--- src/rtl/circular_buffer.sv ---
// Single-clock first-word-fall-through FIFO on a circular RAM.
// The head entry is always driven on read_data; read_en pops it.
// Pointers wrap by explicit compare, so DEPTH need not be a power of two.
module circular_buffer #(
  parameter type         T     = logic [31:0],
  parameter int unsigned DEPTH = 8
) (
  input  logic clk,
  input  logic rst_n,
  input  logic write_en,
  input  T     write_data,
  input  logic read_en,
  output T     read_data,
  output logic full,
  output logic empty
);

  localparam int unsigned PtrW = (DEPTH > 1) ? $clog2(DEPTH) : 1;
  localparam int unsigned CntW = $clog2(DEPTH + 1);

  localparam logic [PtrW-1:0] PtrLast = PtrW'(DEPTH - 1);
  localparam logic [CntW-1:0] CntFull = CntW'(DEPTH);

  T                mem_q [DEPTH];
  logic [PtrW-1:0] wr_ptr_q, wr_ptr_d;
  logic [PtrW-1:0] rd_ptr_q, rd_ptr_d;
  logic [CntW-1:0] count_q, count_d;
  logic            do_wr, do_rd;

  // Flags come straight from the registered occupancy count.
  assign full  = (count_q == CntFull);
  assign empty = (count_q == '0);

  // Requests against a full/empty queue are simply not accepted.
  assign do_wr = write_en & ~full;
  assign do_rd = read_en & ~empty;

  // Head element is visible combinationally (zero-cycle read latency).
  assign read_data = mem_q[rd_ptr_q];

  // Next-state for pointers and occupancy count.
  always_comb begin
    wr_ptr_d = wr_ptr_q;
    rd_ptr_d = rd_ptr_q;
    count_d  = count_q;

    if (do_wr) begin
      wr_ptr_d = (wr_ptr_q == PtrLast) ? '0 : wr_ptr_q + PtrW'(1);
    end
    if (do_rd) begin
      rd_ptr_d = (rd_ptr_q == PtrLast) ? '0 : rd_ptr_q + PtrW'(1);
    end

    // Simultaneous push and pop leaves the count unchanged.
    case ({do_wr, do_rd})
      2'b10:   count_d = count_q + CntW'(1);
      2'b01:   count_d = count_q - CntW'(1);
      default: count_d = count_q;
    endcase
  end

  // Control state; asynchronous reset empties the queue instantly.
  always_ff @(posedge clk or negedge rst_n) begin
    if (!rst_n) begin
      wr_ptr_q <= '0;
      rd_ptr_q <= '0;
      count_q  <= '0;
    end else begin
      wr_ptr_q <= wr_ptr_d;
      rd_ptr_q <= rd_ptr_d;
      count_q  <= count_d;
    end
  end

  // Storage array; contents deliberately survive reset.
  always_ff @(posedge clk) begin
    if (do_wr) begin
      mem_q[wr_ptr_q] <= write_data;
    end
  end

endmodule

--- config.mk ---
export PLATFORM = sky130hd
export DESIGN_NAME = circular_buffer
export DESIGN_NICKNAME = d
export VERILOG_FILES = /design/src/rtl/circular_buffer.sv
export SDC_FILE = /design/constraint.sdc
export NUM_CORES = 1
export LEC_CHECK = 0
export ABC_AREA = 0
export BUFFER_PORTS_ARGS = -buffer_cell sky130_fd_sc_hd__buf_2
export CORE_MARGIN = 8
export CORE_UTILIZATION = 29
export DETAILED_ROUTE_END_ITERATION = 6
export HOLD_SLACK_MARGIN = 0.08
export PLACE_DENSITY = 0.43
export SLEW_MARGIN = 20
export SYNTH_ARGS = -nofsm -noshare
export SYNTH_HDL_FRONTEND = slang
export SYNTH_SLANG_ARGS = --single-unit
--- constraint.sdc ---
create_clock -name clk -period 4.2 [get_ports clk]
set_clock_uncertainty 0.2 [all_clocks]
set_input_delay 0.42 -clock clk [delete_from_list [all_inputs] [get_ports clk]]
set_output_delay 0.42 -clock clk [all_outputs]
set_load 0.02 [all_outputs]
==> out/qor.csv <==
stage,metric,value,unit
status,status,completed,
layout,synthesis-to-finish area growth,22.00,%
timing,Max Fclk,311.9,MHz
setup_path,Worst R2R Start,count_q[0],
setup_path,CP Max Fanout,42,
setup_path,worst r2r path cells,7,
synth,"Cell Area, Synth",10300,µm²
setup_path,Critical Path AT,2590,ps
timing,Final Hold Slack,203.3,ps
detailed_routing,drt total wl,21.89,mm
placed_design,I/O Buffers,69,
timing,Slew headroom,0.5220,
cts,CTS buffer count,30,
timing,final setup vio count,0,
layout,Final Cell Area,12560,µm²
grt,gr usage total,0.1055,
grt,initial antenna violation count,2,
grt,largest net degree at the start of global routing,43,
timing,final worst-path cycle share,0.7634,
setup_path,CP endpoint kind,primary output,
detailed_routing,DRC Markers,0,
floorplanning,die span in y,204.4,µm
power,P per Cell Area,691.4,nW/µm²
placed_design,dpl hpwl,12.39,mm
detailed_routing,first-pass iteration count of the detailed router,4,
layout,multi-input logic area,2275,µm²
detailed_routing,initial DRC count,193,
layout,"commonest non-fill, non-tap cell in the layout",edfxtp_1,
detailed_routing,vias per inst,4.518,
floorplanning,row cnt,69,
synth,"FF+latch count, synth",266,
timing,unrepaired setup endpoints after global routing,false,
synth,number of flops mapped to enable cells by yosys,256,
synth,Yosys cell types,33,
worst_hold_path,Worst Hold Path Cells,3,
synth,ys async rst share,0.03759,
synth,register area share after synthesis,0.7708,
synth,YS warnings,0,
timing,max-slew violations,0,
synth,Synth Instances,438,
synth,"Top FF cell, synth",edfxtp_1,
placed_design,placed insts,966,
layout,Non-Filler Instances,1053,
floorplanning,Starting Density,0.2916,
layout,Final Core Density,0.3558,
setup_path,CP max stage delay,820,ps
layout,fill count,3271,
detailed_routing,detailed-route via count,4757,
power,static leakage,4.124,nW
synth,Synth Net Count,482,
detailed_routing,Final ANT Viol Nets,0,
detailed_routing,Wirelength per Cell,20.78,µm
layout,fraction of layout cells with a size suffix above 1,0.4010,
layout,fin nets,616,
setup_path,"Critical Path, Cell by Cell","buf_12, mux4_2, mux2_2, buf_2",
floorplanning,Die ar.,41790,µm²
grt,global-route wire length before repair,33.29,mm
layout,most frequent cells in the layout,"edfxtp_1, buf_2, mux4_2",
setup_path,Worst Setup Path Type,reg -> out,
power,Max VDD drop,298.8,µV
floorplanning,chip width,204.4,µm
floorplanning,IO Count,70,
cts,clk buf depth,3,
synth,Avg Synthesized Cell Area,23.51,µm²
setup_path,critical path startpoint category,flip-flop,
placed_design,post-place instance area,11320,µm²
floorplanning,Core ar.,35310,µm²
setup_path,critical path startpoint,rd_ptr_q[1],
flow_run,max cap viols,0,
worst_hold_path,worst min path class,in -> reg,
setup_path,slowest CP cell,dfrtp_2,
cts,post-cts resize count,0,
cts,CTS tree,done,
setup_path,required time of the critical path,3580,ps
grt,number of global-route vias before repair,5329,
placed_design,GPL Wtd Cong,0.6595,
cts,CTS root buf,clkbuf_16,
worst_hold_path,HP Start,write_en,
cts,# H-tree levels,1,
cts,clock tree sinks,266,
timing,slew at the pin closest to its max-slew limit,717.1,ps
timing,Final Hold Fails,0,
layout,register area,7944,µm²
cts,clk_lat worst skew,530,ps
timing,TNS Setup,0,ps
timing,minimum clock period,3206,ps
grt,grt ovf,0,
cts,clk slew on worst S/H paths,60,ps
[cell families (layout without fill, tap and decap cells)]
group                    after synthesis  in the layout  share of synthesized area
adder cells (fa/ha/maj)                8              8                    0.01045
other                                  0              1                          0
AND/OR/NAND/NOR                       25             25                    0.01422
AO/OA/AOI/OAI                          8              8                   0.006440
buffers and inverters                 26            179                    0.01385
XOR/XNOR                               2              2                   0.001701
multiplexers                         103            103                     0.1825
flip-flops                           266            266                     0.7708
[synthesized netlist by cell type, types with 2 or more instances]
master    number  area share
buf_1          2     0.00073
a21oi_1        2     0.00097
nor2_1         4      0.0015
clkbuf_1       7      0.0026
buf_2          6      0.0029
mux2_1         3      0.0033
nor3_1         5      0.0024
nand2_1        2     0.00073
nor3b_1        3      0.0022
buf_6          5      0.0055
edfxtp_1     256        0.75
inv_1          6      0.0022
dfrtp_1       10       0.024
nand3_1        3      0.0015
nand2b_1       2      0.0012
mux2_2        35       0.038
nor4_1         2      0.0012
ha_1           7      0.0085
mux4_2        64        0.14
[through the flow]
step	setup slack (ps)	power, mW
finish	993.6	8.686
global route	863.6	9.194
CTS	897.7	8.921
detailed placement	1062	6.506
global placement	1233	6.453
floorplan	531.2	5.546
[sequential cells by signal, summed over array words and instances (netlist names)]
name / flops
mem_q: 256
rd_ptr_q: 3
wr_ptr_q: 3
count_q: 4
[critical path, delay by kind of cell (launching register included)]
kind,cells,cell delay (ps)
multiplexers,2,670
buffers and inverters,2,540
flip-flops,1,820
[worst paths after layout]
path / to / slack (ps)
worst max-delay path: read_data[27] / 990
worst min-delay path: wr_ptr_q[2] / 200
worst max register to register: count_q[3] / 1070
worst min register to register: count_q[2] / 430
max in group asynchronous: rd_ptr_q[0] / 2710
min in group asynchronous: count_q[2] / 710
[routing by layer]
metal | GRT usage | share of wire
met1 | 0.1369 | 0.44
met2 | 0.1796 | 0.50
met3 | 0.02172 | 0.043
met4 | 0.02443 | 0.015
met5 | 0 | 0.00037
[cell type report]
| type | count | area share |
|---|---|---|
| Antenna cell | 1 | 0.0001992 |
| Clock buffer | 36 | 0.06324 |
| Clock inverter | 15 | 0.007370 |
| Inverter | 6 | 0.001793 |
| Multi-Input combinational cell | 146 | 0.1811 |
| Sequential cell | 266 | 0.6323 |
| Tap cell | 461 | 0.04591 |
| Timing Repair Buffer | 122 | 0.06812 |
[report_power, final]
group | switching (mW) | internal [mW]
combinational | 1.46 | 1.27
sequential | 0.263 | 3.36
clock | 0.954 | 1.39
total | 2.68 | 6.01
[repair_timing]
item,CTS,global route
hold buffers,35,0
endpoints found under the setup margin,0,0
endpoints found under the hold margin,269,0
setup buffers,0,0
No activity file was read; power rests on OpenSTA's default activity.
